===== src/rtl/disp_pkg.sv =====
// Shared definitions for the multiplexed 7-segment scan driver:
// segment bit positions, active-low hex font and scanner state encoding.
package disp_pkg;

    localparam int SEG_A  = 0;
    localparam int SEG_B  = 1;
    localparam int SEG_C  = 2;
    localparam int SEG_D  = 3;
    localparam int SEG_E  = 4;
    localparam int SEG_F  = 5;
    localparam int SEG_G  = 6;
    localparam int SEG_DP = 7;

    localparam logic [7:0] SEG_OFF = 8'hFF;

    // Glyphs on {g,f,e,d,c,b,a}, 0 = lit; b and d are lower case
    localparam logic [6:0] FONT_N [16] = '{
        7'h40, 7'h79, 7'h24, 7'h30, 7'h19, 7'h12, 7'h02, 7'h78,
        7'h00, 7'h10, 7'h08, 7'h03, 7'h46, 7'h21, 7'h06, 7'h0E
    };

    typedef enum logic [1:0] {
        ST_IDLE  = 2'd0,
        ST_BLANK = 2'd1,
        ST_SHOW  = 2'd2
    } scan_state_e;

endpackage


===== src/rtl/seg7_hex_decode.sv =====
// Combinational 4-bit hex value to active-low 7-segment glyph lookup.
module seg7_hex_decode
    import disp_pkg::*;
(
    input  logic [3:0] value,
    output logic [6:0] seg_n
);

    // Font table lookup; every 4-bit code has a glyph
    always_comb begin
        seg_n = FONT_N[value];
    end

endmodule


===== src/rtl/disp_scan_driver.sv =====
// Free-running anode scanner for a common-anode 7-segment bank with
// per-slot blanking and frame-aligned double-buffered display data.
module disp_scan_driver
    import disp_pkg::*;
#(
    parameter int NUM_DIGITS   = 8,
    parameter int CLK_DIV      = 50000,
    parameter int BLANK_CYCLES = 4
) (
    input  logic                      clk,
    input  logic                      rst_n,
    input  logic                      en,
    input  logic [4*NUM_DIGITS-1:0]   digit_data,
    input  logic [NUM_DIGITS-1:0]     dp,
    input  logic [NUM_DIGITS-1:0]     blank_mask,
    input  logic                      load,
    output logic [NUM_DIGITS-1:0]     an_n,
    output logic [7:0]                seg_n,
    output logic                      frame_start,
    output logic                      load_pending
);

    localparam int IDX_W = (NUM_DIGITS > 1) ? $clog2(NUM_DIGITS) : 1;
    localparam int CNT_W = $clog2(CLK_DIV);

    localparam logic [IDX_W-1:0] IDX_LAST   = IDX_W'(NUM_DIGITS - 1);
    localparam logic [CNT_W-1:0] CNT_LAST   = CNT_W'(CLK_DIV - 1);
    localparam logic [CNT_W-1:0] BLANK_LAST = CNT_W'((BLANK_CYCLES > 0) ? BLANK_CYCLES - 1 : 0);
    localparam scan_state_e      SLOT_ENTRY = (BLANK_CYCLES > 0) ? ST_BLANK : ST_SHOW;

    scan_state_e              state_r, state_nx_s;
    logic [IDX_W-1:0]         idx_r, idx_nx_s;
    logic [CNT_W-1:0]         cnt_r, cnt_nx_s;
    logic                     frame_entry_s;

    logic [4*NUM_DIGITS-1:0]  act_data_r, pend_data_r, act_data_nx_s;
    logic [NUM_DIGITS-1:0]    act_dp_r, pend_dp_r, act_dp_nx_s;
    logic [NUM_DIGITS-1:0]    act_bm_r, pend_bm_r, act_bm_nx_s;
    logic                     load_pending_r;

    logic [NUM_DIGITS-1:0]    an_n_r, an_nx_s;
    logic [7:0]               seg_n_r, seg_nx_s;
    logic                     frame_start_r;

    logic [3:0]               digit_s;
    logic [6:0]               font_n_s;

    // Slot sequencing: blank phase, show phase, digit advance and frame wrap
    always_comb begin
        state_nx_s    = state_r;
        idx_nx_s      = idx_r;
        cnt_nx_s      = cnt_r;
        frame_entry_s = 1'b0;
        if (!en) begin
            state_nx_s = ST_IDLE;
            idx_nx_s   = '0;
            cnt_nx_s   = '0;
        end else begin
            case (state_r)
                ST_IDLE: begin
                    state_nx_s    = SLOT_ENTRY;
                    idx_nx_s      = '0;
                    cnt_nx_s      = '0;
                    frame_entry_s = 1'b1;
                end
                ST_BLANK: begin
                    cnt_nx_s = cnt_r + CNT_W'(1);
                    if (cnt_r == BLANK_LAST) begin
                        state_nx_s = ST_SHOW;
                    end else begin
                        state_nx_s = ST_BLANK;
                    end
                end
                ST_SHOW: begin
                    if (cnt_r == CNT_LAST) begin
                        cnt_nx_s   = '0;
                        state_nx_s = SLOT_ENTRY;
                        if (idx_r == IDX_LAST) begin
                            idx_nx_s      = '0;
                            frame_entry_s = 1'b1;
                        end else begin
                            idx_nx_s = idx_r + IDX_W'(1);
                        end
                    end else begin
                        cnt_nx_s = cnt_r + CNT_W'(1);
                    end
                end
                default: begin
                    state_nx_s = ST_IDLE;
                    idx_nx_s   = '0;
                    cnt_nx_s   = '0;
                end
            endcase
        end
    end

    // Buffer contents visible in the next cycle: pending lands at frame entry
    always_comb begin
        if (frame_entry_s) begin
            act_data_nx_s = pend_data_r;
            act_dp_nx_s   = pend_dp_r;
            act_bm_nx_s   = pend_bm_r;
        end else begin
            act_data_nx_s = act_data_r;
            act_dp_nx_s   = act_dp_r;
            act_bm_nx_s   = act_bm_r;
        end
    end

    always_comb begin
        digit_s = act_data_nx_s[{idx_nx_s, 2'b00} +: 4];
    end

    seg7_hex_decode u_decode (
        .value (digit_s),
        .seg_n (font_n_s)
    );

    // Output drive for the next cycle; masked digits keep their anode strobe
    always_comb begin
        an_nx_s  = '1;
        seg_nx_s = SEG_OFF;
        if (state_nx_s == ST_SHOW) begin
            an_nx_s[idx_nx_s] = 1'b0;
            if (act_bm_nx_s[idx_nx_s]) begin
                seg_nx_s = SEG_OFF;
            end else begin
                seg_nx_s = {~act_dp_nx_s[idx_nx_s], font_n_s};
            end
        end else begin
            an_nx_s  = '1;
            seg_nx_s = SEG_OFF;
        end
    end

    // Scanner state, buffers and registered outputs
    always_ff @(posedge clk or negedge rst_n) begin
        if (!rst_n) begin
            state_r        <= ST_IDLE;
            idx_r          <= '0;
            cnt_r          <= '0;
            act_data_r     <= '0;
            act_dp_r       <= '0;
            act_bm_r       <= '0;
            pend_data_r    <= '0;
            pend_dp_r      <= '0;
            pend_bm_r      <= '0;
            load_pending_r <= 1'b0;
            an_n_r         <= '1;
            seg_n_r        <= SEG_OFF;
            frame_start_r  <= 1'b0;
        end else begin
            state_r       <= state_nx_s;
            idx_r         <= idx_nx_s;
            cnt_r         <= cnt_nx_s;
            act_data_r    <= act_data_nx_s;
            act_dp_r      <= act_dp_nx_s;
            act_bm_r      <= act_bm_nx_s;
            an_n_r        <= an_nx_s;
            seg_n_r       <= seg_nx_s;
            frame_start_r <= frame_entry_s;
            // A load coinciding with the frame apply stays pending for the next frame
            if (load) begin
                pend_data_r    <= digit_data;
                pend_dp_r      <= dp;
                pend_bm_r      <= blank_mask;
                load_pending_r <= 1'b1;
            end else if (frame_entry_s) begin
                load_pending_r <= 1'b0;
            end else begin
                load_pending_r <= load_pending_r;
            end
        end
    end

    assign an_n         = an_n_r;
    assign seg_n        = seg_n_r;
    assign frame_start  = frame_start_r;
    assign load_pending = load_pending_r;

endmodule


===== config.mk =====
export PLATFORM = sky130hd
export DESIGN_NAME = disp_scan_driver
export DESIGN_NICKNAME = d
export VERILOG_FILES = /design/src/rtl/disp_pkg.sv /design/src/rtl/seg7_hex_decode.sv /design/src/rtl/disp_scan_driver.sv
export SDC_FILE = /design/constraint.sdc
export NUM_CORES = 1
export LEC_CHECK = 0
export CELL_PAD_IN_SITES_DETAIL_PLACEMENT = 0
export CELL_PAD_IN_SITES_GLOBAL_PLACEMENT = 1
export CORE_UTILIZATION = 35
export DETAILED_ROUTE_END_ITERATION = 10
export PLACE_DENSITY = 0.68
export RECOVER_POWER = 100
export SYNTH_ARGS = -nofsm -noshare
export SYNTH_HDL_FRONTEND = slang
export SYNTH_SLANG_ARGS = --single-unit

===== constraint.sdc =====
create_clock -name clk -period 6.7 [get_ports clk]
set_input_delay 1.34 -clock clk [delete_from_list [all_inputs] [get_ports clk]]
set_output_delay 1.34 -clock clk [all_outputs]
set_load 0.05 [all_outputs]

# == After elaboration in Yosys (flattened, before gate mapping) ==
# Memories as Yosys holds them, arrays and structs flattened.
# Cells that the tools add are included.
# Widths: inputs -> output; s select.
# totals
reg_bits,135
rom_bits,112
inputBits,52
output_inout_bits,18
wordCells,63
mem_count,1
# mem_list
name,depth,width,rd,rd_ports_with_merged_regs,wr,line,rtl
(no name shown),16,7,1,0,0,seg7_hex_decode.sv:11,seg_n = FONT_N[value];
# op_classes
addsub,2
n_lt_le_gt_ge,3
n_eq_ne,6
n_shift,1
muxes,31
n_bitwise,3
n_reduce_logical,3
# ops
cell,n
$mux 8,5
$mux 16,2
$mux 32,1
$pmux 16 s2,1
$shiftx 32x6->4,1
$add 16x1->16 const B,1
$eq 16x16->1 const B,1
$eq 16x2->1 const B,1
$mux 7,2
$mux 3,3
$mux 1,8
$not 8->8,1
$bmux 1 s3,2
$mux 2,3
$pmux 2 s3,1
$pmux 3 s2,1
$ge 5x5->1 const B,1
$not 4->5,1
$eq 2x2->1 const B,2
$lt 3x4->1 const B,1
$add 3x1->3 const B,1
$demux 1 s3,1
$eq 3x3->1 const B,1
$ge 3x1->1 const B,1
other kinds (6),6

# == Depth between registers and ports, before layout ==
# Gate-level depths: netlist of the first run.
# depth
word_depth,13
mapped_depth,15
ltp_nobuf,13

# == Cells and area by module ==
# Synthesis of the first run repeated with hierarchy kept, for this count alone.
# hier_totals
cells_unflattened,557
area_unflattened_um2,6189.7
# modules_own_cells
module,instances,cells_per_inst,area_each_um2,seq_area_each_um2
disp_scan_driver,1,522,5941.9,3398.3
seg7_hex_decode,1,35,247.7,0.0

# == Worst setup path before layout of the first run ==
# Ideal clock, no wire load.
# synth_path
path_type,in2reg
from,input en
to,register seg_n_r[3] (netlist: seg_n[3])
setup_ns,0.081
arrival_time_ns,3.691
t_required_ns,6.619
slack_ns,2.928
stages,13
n_path_buf,2
path_cell_list,and2_1 clkbuf_1 and4_1 a31oi_4 buf_4 mux2i_1 mux2_2 mux2_4 inv_1 ha_1 o21ai_0 mux2_2 o211ai_1
# synth_via
elab_chain_len,9
word_cells_on_any_way,15
classes_between,eq/ne (1); shift (1); mux (11); bitwise (1); memory (1)
# synth_rtl
element,line,rtl
start: declaration,disp_scan_driver.sv:12,"input logic en,"
$mux 1,disp_scan_driver.sv:54,if (!en) begin
$mux 32,disp_scan_driver.sv:99,if (frame_entry_s) begin
$shiftx 32x6->4,disp_scan_driver.sv:111,"digit_s = act_data_nx_s[{idx_nx_s, 2'b00} +: 4];"
$not 4->5 (not written as such),seg7_hex_decode.sv:11,
$mem_v2 16x7,--,
$mux 7 (not written as such) (2 in a row),seg7_hex_decode.sv:11,
$mux 8,disp_scan_driver.sv:125,if (act_bm_nx_s[idx_nx_s]) begin
$mux 8 *,disp_scan_driver.sv:123,if (state_nx_s == ST_SHOW) begin
via seg_nx_s[3],disp_scan_driver.sv:42,"logic [7:0] seg_n_r, seg_nx_s;"
end signal: assignment,disp_scan_driver.sv:160,seg_n_r <= seg_nx_s;
end: declaration,disp_scan_driver.sv:42,
# Mark *: on every way through the listed nets, which the timed path passes. The rest lies on a longest branch. The select of a mux whose other input is x is not followed.
# A chain may end at the register's enable or synchronous reset.

# == Final worst setup path of the first run ==
# layout_path
from,register cnt_r[11]
to,register seg_n_r[7] (netlist: seg_n[7])
# layout_via
elab_chain_len,10
word_cells_on_any_way,22
classes_between,eq/ne (3); mux (18); bitwise (1)
# layout_rtl
element,line,rtl
start: declaration,disp_scan_driver.sv:33,"logic [CNT_W-1:0] cnt_r, cnt_nx_s;"
start signal: assignment,disp_scan_driver.sv:155,cnt_r <= cnt_nx_s;
$eq 16x16->1,disp_scan_driver.sv:75,if (cnt_r == CNT_LAST) begin
$mux 1,disp_scan_driver.sv:75,
$pmux 1 s2,disp_scan_driver.sv:59,case (state_r)
$mux 1,disp_scan_driver.sv:54,
$mux 8,disp_scan_driver.sv:99,
$bmux 1 s3,disp_scan_driver.sv:128,"seg_nx_s = {~act_dp_nx_s[idx_nx_s], font_n_s};"
$mux 1 (not written as such),disp_scan_driver.sv:128,
$not 1->1,disp_scan_driver.sv:128,
$mux 8,disp_scan_driver.sv:125,
$mux 8 *,disp_scan_driver.sv:123,
via seg_nx_s[7],disp_scan_driver.sv:42,
# Marked as above.

==> results of run 1 <==
-- metrics by stage --
stage	std cells	instance area (µm²)	hold slack [ps]
after floorplan	492	6281	425.1
after global placement	767	7139	444.1
after detailed placement	767	7139	451.2
after CTS	799	7756	459.0
after global routing	799	7710	486.6
final	799	7710	457.7
-- cells by family after synthesis --
family | after synthesis
simple gates | 112
fa+ha+maj | 13
buf+inv | 41
xor+xnor | 14
compound gates | 47
flops | 135
mux | 130
-- sequential cells by signal, indices dropped and copies added (netlist names) --
| signal | count |
|---|---|
| pend_data_r | 32 |
| seg_n | 8 |
| act_dp_r | 8 |
| act_bm_r | 8 |
| act_data_r | 32 |
| pend_dp_r | 8 |
| state_r | 2 |
| idx_r | 3 |
| load_pending | 1 |
| an_n | 8 |
| cnt_r | 16 |
| frame_start | 1 |
| pend_bm_r | 8 |
-- worst max-delay path, cell delays in order, from the launching register on --
cell and delay, ps:
dfrtp_1 420, or4_1 600, or4_1 740, o21ai_4 770
clkbuf_1 1440, mux2i_1 210, mux2_2 360, o31ai_4 390
o311ai_1 230
-- power groups by stage --
stage / clock network, mW / logic (mW) / registers (mW)
floorplan: 0 / 0.197 / 0.949
global placement: 0 / 0.274 / 0.960
detailed placement: 0 / 0.282 / 0.963
CTS: 0.989 / 0.284 / 0.949
global route: 1.03 / 0.307 / 0.959
finish: 0.968 / 0.274 / 0.948
-- how the worst max path moves through the flow --
stage / from / end / cells after the start / slack (ps)
after floorplan: en / seg_n[3] / 13 / 2930
after global placement: en / seg_n[3] / 12 / 2090
after detailed placement: en / seg_n[3] / 12 / 1930
after CTS: cnt_r[10] / seg_n[3] / 12 / 2210
after global routing: rst_n / pend_data_r[21] / 2 / 990
final: cnt_r[11] / seg_n[7] / 8 / 1380
-- metal layers --
metal	vias up	GRT usage [%]	routed length, µm	part of all wire (%)
met4	0	6.235	211	1.6
met2	95	24.21	6013	46
met1	1993	20.59	6209	48
met3	20	4.101	575	4.4
met5	-	0	0	0
li1	1891	-	-	-
-- cells in the mapped netlist, types with 8 or more instances --
library cell / number / area (µm²)
dfrtp_1: 119 / 2978
ha_1: 13 / 162.7
mux2_2: 87 / 979.7
nand2_1: 16 / 60.06
inv_1: 15 / 56.30
mux2i_1: 30 / 300.3
xor2_1: 8 / 70.07
o21ai_0: 11 / 55.05
dfstp_2: 16 / 420.4
and3_1: 8 / 50.05
nor2_1: 32 / 120.1
nand3_1: 29 / 145.1
-- final cells by class --
| cell class | instances | area, µm² |
|---|---|---|
| fillers | 1646 | 9707 |
| multi-input cells | 316 | 2649 |
| clock buffers | 20 | 466.7 |
| repair buffers | 72 | 693.2 |
| inverters | 19 | 71.32 |
| well taps | 225 | 281.5 |
| flip-flops and latches | 135 | 3398 |
| clock inverters | 12 | 150.1 |
==> run summary, run 1 <==
- **outcome** finished, violations left
- **violations in the final reports** capacitance limit, slew limit
- **post-synthesis share of cell area spent on full adders, half adders and majority gates** 2.590%
- **ys flop type** dfrtp_1
- **total track usage** 15.57%
- **share of post-route cells with drive strength above 1** 23.87%
- **hold_sp** cnt_r[0]
- **Distinct cells, synth** 62
- **time the worst path needs with I/O delays and setup** 5317 ps
- **start of the worst register-to-register path** cnt_r[11]
- **die height** 136.0 µm
- **Internal** 1.661 mW
- **Overall Power** 2.189 mW
- **CP max FO** 37
- **leakage power of the design** 3.220 nW
- **share of the clock period used by the worst path** 79.35%
- **post-CTS setup buffer count** 0
- **count of pins over their slew limit** 192
- **fin nets** 626
- **RSZ-0062 raised after global routing** no
- **pre-CTS setup slack** 1932 ps
- **Data required, critical path** 7010 ps
- **Endpoint, Worst Hold** cnt_r[0]
- **power per standard cell area** 284.0 mW/mm²
- **fraction of synthesized cell area in xor and xnor cells** 1.952%
- **remaining antenna violation count after routing** 0
- **area inside the core boundary** 0.01742 mm²
- **drt first-iter violations** 266
- **Critical Path AT** 5630 ps
- **initial antenna violation count** 0
- **vias post-DR** 3999
- **switching power as a share of total power** 24.12%
- **worst setup slack after layout** 1383 ps
- **area added between synthesis and finish** 22.75%
- **Combinational Power Share** 12.5%
- **number of input and output port buffers inserted** 69
- **number of failing hold endpoints at the final stage** 0
- **post-route core utilization** 44.27%
- **number of enable flip-flop cells after synthesis** 0
- **number of gates resized after CTS** 0
- **clock buffers created by TritonCTS** 17
- **number of hold buffers added after cts** 0
- **sink count of the clock tree** 135
- **Die Outline Area** 0.01849 mm²
- **worst slew margin relative to its limit** -85.80%
- **via count of the first global-routing pass** 4206
- **launching element type of the critical path** flip-flop
- **routability cong.** 0.7613
- **WL/cell** 16.28 µm
- **Final setup viols** 0
- **Ant. Diodes** 0
- **number of cells traversed by the worst register-to-register path** 8
- **Die X** 136.0 µm
- **ratio of routed vias to standard cells** 5.005
- **count of max-cap constraint violations** 5
- **Synth Area per Inst** 12.77 µm²
- **CTS clk-pin slew, worst paths** 60 ps
- **Post-Syn Instances** 492
- **multiplexer area fraction after synthesis** 23.31%
- **summed instance area of the synthesized netlist** 0.006281 mm²
- **proportion of power drawn by the clock network** 44.2%
- **Hold Crit Class** flip-flop to flip-flop
- **number of instances on the worst hold path** 1
- **end of the worst register-to-register path** seg_n[7]
- **Synth Register Bits** 135
- **maximum frequency from static timing analysis** 0.1881 GHz
- **starting utilization of the core area** 36.06%
- **dominant combinational cell family by area after synthesis** multiplexers
- **floorplan row count** 48
- **worst setup slack for register-to-register paths** 1380 ps
- **number of optimization iterations in the first detailed-route pass** 4
- **TritonCTS clock tree** built
- **number of levels the H-tree was split into** 4
- **endpoint type of the worst setup path** flip-flop
- **buffers from clock root to sink, at most** 2
- **Worst Tran Pin Value** 2787 ps
- **total wire length after detailed routing** 13.01 mm
- **sequential fraction of design power** 43.3%
- **most frequent cells in the layout** 119 x dfrtp_1, 76 x mux2_2, 48 x clkdlybuf4s50_1
- **largest net degree at the start of global routing** 51
- **path type of the worst setup path** flip-flop to flip-flop
- **simple-gate share of the synthesized area** 9.044%
- **sequential area share after synthesis** 54.10%
- **I/O pin total** 70
- **aggregate negative setup slack** 0 ps
- **clock insertion delay at the later pin of the skew report** 430 ps
- **remaining routing DRC violations** 0
- **wire length of the first global-routing pass** 21.71 mm
- **most common library cell in the layout ignoring fill and taps** dfrtp_1
- **buffer type at the clock tree root** clkbuf_16
- **worst clock skew** 5.764 ps
- **grt ovf** 0
- **sum of net half-perimeters after detailed placement** 8.868 mm
- **number of warnings printed during yosys synthesis** 0
- **maximum vdd drop** 0.0001895 V
- **post-synthesis compound-gate area fraction** 5.817%
- **post-synth net total** 557
- **share of flip-flops with an asynchronous set or reset** 100.0%
- **reported net switching power** 528.0 µW
(Power assumes the default switching activity.)
==> inputs of run 2 (changes only) <==
--- a/config.mk
+++ b/config.mk
@@ -9,7 +9,7 @@
 export CELL_PAD_IN_SITES_GLOBAL_PLACEMENT = 1
 export CORE_UTILIZATION = 35
 export DETAILED_ROUTE_END_ITERATION = 10
-export PLACE_DENSITY = 0.68
+export PLACE_DENSITY = 0.71
 export RECOVER_POWER = 100
 export SYNTH_ARGS = -nofsm -noshare
 export SYNTH_HDL_FRONTEND = slang
==> constraint.sdc (replaced) <==
create_clock -name clk -period 4.25 [get_ports clk]
set_input_delay 0.85 -clock clk [delete_from_list [all_inputs] [get_ports clk]]
set_output_delay 0.85 -clock clk [all_outputs]
set_load 0.05 [all_outputs]
==> run 2 against run 1 <==
The flow still finishes with violations (capacitance limit, slew limit). Clock skew is 4.5 ps higher. Flip-flop and latch count stayed put. First-iteration DRC count is 29% lower. Count of clock-buffer cells in the layout is 2 higher. Sequential power is 58% higher. Fmax is 33% higher. Sequential share of layout area is 0.47 points lower. Clock power is 62% higher. Die area stayed put. Largest cell class unchanged. Non-clock buffer count is 5 higher. Critical endpoint is now seg_n[4]. Largest power group unchanged. Critical path depth is 3 higher. Power is 59% higher. Critical path type unchanged.
==> run summary, run 2 (synthesized netlist as in run 1, its figures left out) <==
- **area inside the core boundary** 0.01742 mm², unchanged
- **count of pins over their slew limit** 188, -2.1%
- **die height** 136.0 µm, unchanged
- **worst setup slack for register-to-register paths** 250 ps, -1140 ps
- **worst slew margin relative to its limit** -73.04%, +13 points
- **total wire length after detailed routing** 12.72 mm, -2.2%
- **Endpoint, Worst Hold** cnt_r[0]
- **number of optimization iterations in the first detailed-route pass** 4, unchanged
- **I/O pin total** 70, unchanged
- **floorplan row count** 48, unchanged
- **most frequent cells in the layout** 119 x dfrtp_1, 78 x mux2_2, 49 x clkdlybuf4s50_1
- **CTS clk-pin slew, worst paths** 60 ps, about the same
- **vias post-DR** 4026, +0.68%
- **Filler Cell Count** 1588, -3.5%
- **Die Outline Area** 0.01849 mm², unchanged
- **launching element type of the critical path** flip-flop
- **CP max FO** 12, -68%
- **initial antenna violation count** 0, unchanged
- **buffers from clock root to sink, at most** 2, unchanged
- **biggest cell delay along the critical path** 550 ps, -890 ps
- **WL/cell** 15.82 µm, -2.8%
- **most common library cell in the layout ignoring fill and taps** dfrtp_1
- **Worst Tran Pin Value** 2596 ps, -191.4 ps
- **remaining antenna violation count after routing** 0, unchanged
- **sink count of the clock tree** 135, unchanged
- **outcome** finished, violations left
- **hold slack final** 462.1 ps, +4.370 ps
- **Worst path slowest cell** or4_4
- **footprint of the multi-input gates** 0.002675 mm², +0.99%
- **Final setup viols** 0, unchanged
- **drt first-iter violations** 189, -29%
- **Ant. Diodes** 0, unchanged
- **remaining routing DRC violations** 0, unchanged
- **hold_sp** cnt_r[0]
- **maximum frequency from static timing analysis** 0.2498 GHz, +33%
- **worst clock skew** 10.25 ps, +4.487 ps
- **violations in the final reports** capacitance limit, slew limit
- **Overall Power** 3.491 mW, +59%
- **number of cells traversed by the worst register-to-register path** 11, +3
- **power per standard cell area** 448.0 mW/mm², +58%
- **largest net degree at the start of global routing** 70, +37%
- **maximum vdd drop** 0.0003719 V, +96%
- **number of levels the H-tree was split into** 4, unchanged
- **clock insertion delay at the later pin of the skew report** 420 ps, about the same
- **TritonCTS clock tree** built
- **wire length of the first global-routing pass** 21.38 mm, -1.5%
- **end of the worst register-to-register path** seg_n[4]
- **leakage power of the design** 3.295 nW, +2.3%
- **grt ovf** 0, unchanged
- **share of post-route cells with drive strength above 1** 25.39%, +1.5 points
- **area added between synthesis and finish** 24.06%
- **number of failing hold endpoints at the final stage** 0, unchanged
- **buffer type at the clock tree root** clkbuf_16
- **time the worst path needs with I/O delays and setup** 4003 ps, -1314 ps
- **share of the clock period used by the worst path** 94.18%, +15 points
- **Hold Crit Class** flip-flop to flip-flop
- **routability cong.** 0.8162, +7.2%
- **sum of net half-perimeters after detailed placement** 8.744 mm, -1.4%
- **aggregate negative setup slack** 0 ps, unchanged
- **path type of the worst setup path** flip-flop to flip-flop
- **fin nets** 631, +0.80%
- **RSZ-0062 raised after global routing** no
- **number of input and output port buffers inserted** 69, unchanged
- **clock buffers created by TritonCTS** 17, unchanged
- **Critical Path AT** 4340 ps, -1290 ps
- **start of the worst register-to-register path** cnt_r[11]
- **starting utilization of the core area** 36.06%, unchanged
- **number of instances on the worst hold path** 1, unchanged
- **area taken by flip-flops and latches** 0.003398 mm², unchanged
- **Die X** 136.0 µm, unchanged
- **largest registers** act_data_r x32, pend_data_r x32, cnt_r x16
- **count of max-cap constraint violations** 3, -2
- **ratio of routed vias to standard cells** 5.007, about the same
- **Data required, critical path** 4580 ps, -2430 ps
- **endpoint type of the worst setup path** flip-flop
- **via count of the first global-routing pass** 4187, -0.45%
- **total track usage** 15.17%, -0.40 points
- **series of cell instances along the critical path** or4_4, o41a_1, or2_0, a31oi_4, buf_4, inv_2, nand3_1, a31oi_2, nor2_2, mux2_2, o211ai_1
- **number of hold buffers added after cts** 0, unchanged
[run 2: cell types whose count changed in the layout (fill, tap and decap cells not counted), sizes merged]
cell / previous run / this run
bufinv: 3 / 5
clkinvlp: 6 / 0
clkbuf: 24 / 25
clkdlybuf4s50: 48 / 49
buf: 1 / 7
dlygate4sd3: 19 / 18
clkinv: 3 / 5
[run 2: how the worst max path moves through the flow]
stage	start	end
floorplan	cnt_r[11]	seg_n[3]
global placement	cnt_r[11]	seg_n[3]
detailed placement	cnt_r[11]	seg_n[3]
CTS	cnt_r[11]	seg_n[3]
global route	cnt_r[11]	seg_n[4]
finish	cnt_r[11]	seg_n[4]
[run 2: worst max-delay path: cells and delay by family (launching register included)]
| kind | cells | cell delay [ps] |
|---|---|---|
| buffers and inverters | 2 | 410 |
| AOI/OAI and AO/OA | 4 | 1260 |
| muxes | 1 | 390 |
| DFF | 1 | 420 |
| and+or+nand+nor | 4 | 1430 |
[run 2: stage by stage]
stage	utilization (%)	setup slack, ps	std cells	instance area [µm²]
floorplan	-	650.4	492	6281
global placement	41.28	385.1	772	7189
detailed placement	41.28	270.5	772	7189
CTS	44.89	230.3	804	7819
global route	44.74	44.00	804	7792
finish	44.74	247.2	804	7792
[run 2: timing repair]
action,in CTS,in global routing
resized for setup,0,1
endpoints found under the setup margin,0,1
buffers inserted,0,0
[run 2: layout make-up]
class / count / area share, %
clock buffer: 22 / 5.829
clock inverter: 10 / 2.248
inverter: 19 / 0.9152
multi-input combinational: 316 / 34.33
sequential: 135 / 43.61
tap: 225 / 3.613
timing repair buffer: 77 / 9.457
[run 2: routing by layer]
layer	global-route usage (%)	routed length (µm)	vias up	part of all wire, %
li1	-	-	1911	-
met1	20.21	6210	2005	49
met2	23.21	5803	94	46
met3	4.064	493	16	3.9
met4	6.420	211	0	1.7
met5	0	0	-	0
[run 2: power by group]
group	internal [mW]	switching, mW
registers	1.43	0.0649
logic	0.227	0.202
clock network	1.05	0.515
total	2.71	0.782
==> inputs of run 3 (changes only) <==
--- a/config.mk
+++ b/config.mk
@@ -9,6 +9,7 @@
 export CELL_PAD_IN_SITES_GLOBAL_PLACEMENT = 1
 export CORE_UTILIZATION = 35
 export DETAILED_ROUTE_END_ITERATION = 10
+export HOLD_SLACK_MARGIN = 0.05
 export PLACE_DENSITY = 0.71
 export RECOVER_POWER = 100
 export SYNTH_ARGS = -nofsm -noshare
==> results of run 3 <==
Final layout, timing and power as in run 2 (identical DEF).
==> RTL edit 1 (settings of run 3) <==
Remove the register `an_n_r`: a continuous assignment takes its place, so the output `an_n` follows one clock earlier.
--- a/src/rtl/disp_scan_driver.sv
+++ b/src/rtl/disp_scan_driver.sv
@@ -146,7 +146,6 @@
             pend_dp_r      <= '0;
             pend_bm_r      <= '0;
             load_pending_r <= 1'b0;
-            an_n_r         <= '1;
             seg_n_r        <= SEG_OFF;
             frame_start_r  <= 1'b0;
         end else begin
@@ -156,7 +155,6 @@
             act_data_r    <= act_data_nx_s;
             act_dp_r      <= act_dp_nx_s;
             act_bm_r      <= act_bm_nx_s;
-            an_n_r        <= an_nx_s;
             seg_n_r       <= seg_nx_s;
             frame_start_r <= frame_entry_s;
             // A load coinciding with the frame apply stays pending for the next frame
@@ -173,6 +171,8 @@
         end
     end
 
+    assign an_n_r = an_nx_s;
+
     assign an_n         = an_n_r;
     assign seg_n        = seg_n_r;
     assign frame_start  = frame_start_r;
Formal check against the unedited RTL: not equivalent (Yosys sat finds a counterexample within 10 cycles, from zero or initial values and one cycle with rst_n low).
==> RTL edit 1 against run 3 <==
The flow still finishes with violations (max-capacitance violations, max-slew violations). Utilization increased by 0.77 points. Total power decreased by 8.4%. Design area is 2.8% lower. Global-route usage grew 1.5 points. Routed wire length rose by 7.2%. Synthesized area shrank 4.4%. Fmax is 3.0% lower. Setup slack worse by 120 ps. First-iteration DRC count shrank 2.1%. Clock skew shrank 1.7 ps. Count of clock-buffer cells in the layout shrank 3. Sequential cell count fell by 8. Highest routed layer unchanged. Sequential power shrank 7%.
==> RTL edit 1: results (changes against run 3) <==
layout:
  stdcell_count: 858  # was 804
  buffers: 90  # was 77
  drive_gt1_frac: 0.227  # was 0.254
  layout.comb_gates.multi_input: 372  # was 316
  buffer_area_frac: 0.108  # was 0.0946
  seqCellArea_um2: 3190  # was 3400 µm²
  inverters: 18  # was 19
  num-fill-cells: 1540  # was 1588
  design.seq.count: 127  # was 135
sta:
  slew_viol_final: 107  # was 188
  slew_headroom: -1.02  # was -0.730
  fin_skew_ps: 8.53  # was 10.3 ps
route:
  drt_iter0_markers: 185  # was 189
  routedLengthMet1_mm: 5.97  # was 6.21 mm
outcome:
  status: "finished, violations left"  # unchanged
  violations: "max-capacitance violations, max-slew violations"  # unchanged
job:
  drv_cap: 2  # was 3
global_route:
  grt_pass1_vias: 4611  # was 4187
  grt_util_met3: 0.0483  # was 0.0406
  grt_use_met2: 0.282  # was 0.232
  grt_usage: 0.167  # was 0.152
  grt_pass1_wl_mm: 22.9  # was 21.4 mm
critical_path:
  r2r_slack_ps: 120  # was 250 ps
  rr_worst_depth: 13  # was 11
  arrival_ps: 4450  # was 4340 ps
power_and_ir_drop:
  p_leak_nw: 3.32  # was 3.29 nW
  ir_drop_v: 0.000250  # was 0.000372 V
placement:
  dpl-instance-area_um2: 7040  # was 7190 µm²
  hpwl_mm: 9.77  # was 8.74 mm
min_path:
  whs_path_depth: 2  # was 1
clock_tree:
  cts_resized: 1  # was 0
logic_synthesis:
  syn_inst: 539  # was 492
  synth_common_cells: "119 x dfrtp_1, 99 x nand2_1, 71 x mux2_2"  # was 119 x dfrtp_1, 87 x mux2_2, 32 x nor2_1
  synth.distinct_cells: 58  # was 62
  yosysSeqAreaShare: 0.531  # was 0.541
[RTL edit 1: power breakdown]
| part | total [mW] | leakage, nW | internal, mW | switching, mW |
|---|---|---|---|---|
| Clock | 1.38 | 0.268 | 0.834 | 0.544 |
| Combinational | 0.420 | 1.52 | 0.204 | 0.216 |
| Sequential | 1.40 | 1.54 | 1.34 | 0.0576 |
| Total | 3.20 | 3.32 | 2.38 | 0.818 |
[RTL edit 1: logic make-up (layout without fill, tap and decap cells)]
| logic type | Yosys count | after routing | share of synthesized area |
|---|---|---|---|
| flip-flops | 127 | 127 | 0.531 |
| adder cells (fa/ha/maj) | 13 | 13 | 0.0271 |
| buffers and inverters | 40 | 139 | 0.0290 |
| AO/OA/AOI/OAI | 55 | 55 | 0.0696 |
| XOR/XNOR | 12 | 12 | 0.0175 |
| AND/OR/NAND/NOR | 193 | 193 | 0.145 |
| multiplexers | 99 | 99 | 0.181 |
==> RTL edit 2 (settings of run 3) <==
Without the edit above. Set the parameter `CLK_DIV` to 100000 (it was 50000).
--- a/src/rtl/disp_scan_driver.sv
+++ b/src/rtl/disp_scan_driver.sv
@@ -4,7 +4,7 @@
     import disp_pkg::*;
 #(
     parameter int NUM_DIGITS   = 8,
-    parameter int CLK_DIV      = 50000,
+    parameter int CLK_DIV      = 100000,
     parameter int BLANK_CYCLES = 4
 ) (
     input  logic                      clk,
Behaviour: same outputs for any inputs over 10 cycles, from zero or initial values and one cycle with rst_n low; that may be too few to reach the edited logic, so the function may still have changed.
==> RTL edit 2 against run 3 <==
The flow still finishes with violations (max-capacitance violations, max-slew violations). Setup slack improved by 180 ps. Synthesized area decreased by 0.94%. Cell count increased by 1.6%. Routed wire length increased by 4.5%. Hold slack improved by 5.0 ps. Combinational power increased by 0.9%. Utilization decreased by 0.16 points. Non-clock buffer count increased by 2. Total power decreased by 1.4%. Count of clock-buffer cells in the layout decreased by 4. Design area decreased by 0.69%. Sequential cell count increased by 1. Critical endpoint is now seg_n[5]. Largest cell class unchanged.
==> RTL edit 2: results (changes against run 3) <==
power_and_ir_drop:
  ir_drop_v: 0.000288  # was 0.000372 V
  p_leak_nw: 3.26  # was 3.29 nW
layout:
  largest_registers: "act_data_r: 32 flops, pend_data_r: 32 flops, cnt_r: 17 flops"  # was act_data_r: 32 flops, pend_data_r: 32 flops, cnt_r: 16 flops
  area_delta_synth_final_pct: 24.4  # was 24.1%
  nets: 644  # was 631
  drive_gt1_frac: 0.236  # was 0.254
placement:
  gp_congestion: 0.869  # was 0.816
  dpl-instance-area_um2: 7160  # was 7190 µm²
  placed_cells: 785  # was 772
  hpwl_mm: 9.35  # was 8.74 mm
  post-place-ws_ps: 147  # was 271 ps
logic_synthesis:
  synth.distinct_cells: 71  # was 62
  synth_common_cells: "120 x dfrtp_1, 85 x mux2_2, 56 x nand2_1"  # was 119 x dfrtp_1, 87 x mux2_2, 32 x nor2_1
  synth.area.top_cells: "dfrtp_1 48%, mux2_2 15%, dfstp_2 6.8%, nand2_1 3.4%, ha_1 2.6%"  # was dfrtp_1 47%, mux2_2 16%, dfstp_2 6.7%, mux2i_1 4.8%, ha_1 2.6%
  synth_nets: 564  # was 557
  syn_inst: 499  # was 492
global_route:
  grt_max_degree: 84  # was 70
  grt_pass1_vias: 4211  # was 4187
  grt_pass1_wl_mm: 22.1  # was 21.4 mm
route:
  wire_per_inst_um: 16.3  # was 15.8 µm
  via_per_inst: 4.93  # was 5.01
  num_vias: 4025  # was 4026
  drt_iter0_markers: 246  # was 189
critical_path:
  slowest_stage: "or4_1"  # was or4_4
  arrival_ps: 4170  # was 4340 ps
  rr_worst_depth: 15  # was 11
  r2r_slack_ps: 430  # was 250 ps
  r2r-end: "seg_n[5]"  # was seg_n[4]
  path_max_fanout: 13  # was 12
  startpoint: "state_r[0]"  # was cnt_r[11]
  slowest_delay_ps: 590  # was 550 ps
outcome:
  status: "finished, violations left"  # unchanged
  violations: "max-capacitance violations, max-slew violations"  # unchanged
job:
  drv_cap: 3  # unchanged
min_path:
  min-delay-start: "act_dp_r[4]"  # was cnt_r[0]
  min_to: "act_dp_r[4]"  # was cnt_r[0]
  whs_path_depth: 2  # was 1
sta:
  holdWs_ps: 467  # was 462 ps
  fin_skew_ps: 6.98  # was 10.3 ps
  slew_viol_final: 134  # was 188
  slew_headroom: -0.768  # was -0.730
RTL edit 2: cell types whose count changed in the layout (fill, tap and decap cells not counted), sizes merged, moves of 5 or more:
cell	run 3	this run
and2	2	7
a21oi	2	7
a31oi	7	1
nand3	29	9
o21ai	13	7
nand2	17	57
mux2	98	89
mux2i	31	11
inv	19	13
RTL edit 2: area by class of cell:
type                    count  area share
repair buffers             79      0.0956
flip-flops and latches    136       0.442
well taps                 225      0.0364
inverters                  14     0.00695
multi-input cells         331       0.340
clock buffers              18      0.0555
clock inverters            14      0.0234
RTL edit 2: cell families after synthesis:
logic type                 Yosys count  synth area share
DFF                                136             0.550
adders and majority gates           13            0.0261
buffers and inverters               32            0.0259
AOI/OAI and AO/OA                   60            0.0796
and+or+nand+nor                    145             0.120
muxes                              100             0.179
xor gates and xnor gates            13            0.0183
RTL edit 2: worst max-delay path by stage:
stage | end | slack (ps) | depth (start not counted)
4_1_cts | seg_n[6] | 520 | 14
2_1_floorplan | seg_n[6] | 830 | 16
6_report | seg_n[5] | 430 | 15
5_1_grt | seg_n[6] | 170 | 15
3_3_place_gp | seg_n[6] | 220 | 13
3_5_place_dp | seg_n[6] | 150 | 13
RTL edit 2: power by group:
group          internal, mW  switching [mW]  leakage [nW]
Clock                 0.974           0.550         0.295
Combinational         0.221           0.212          1.34
Sequential             1.43          0.0520          1.63
RTL edit 2: metal layers:
metal  routed length (µm)  part of all wire  global-route usage
met1                 6470              0.49               0.222
met2                 6120              0.46               0.236
met3                  521             0.039              0.0426
met4                  176             0.013              0.0562
met5                    0                 0                   0
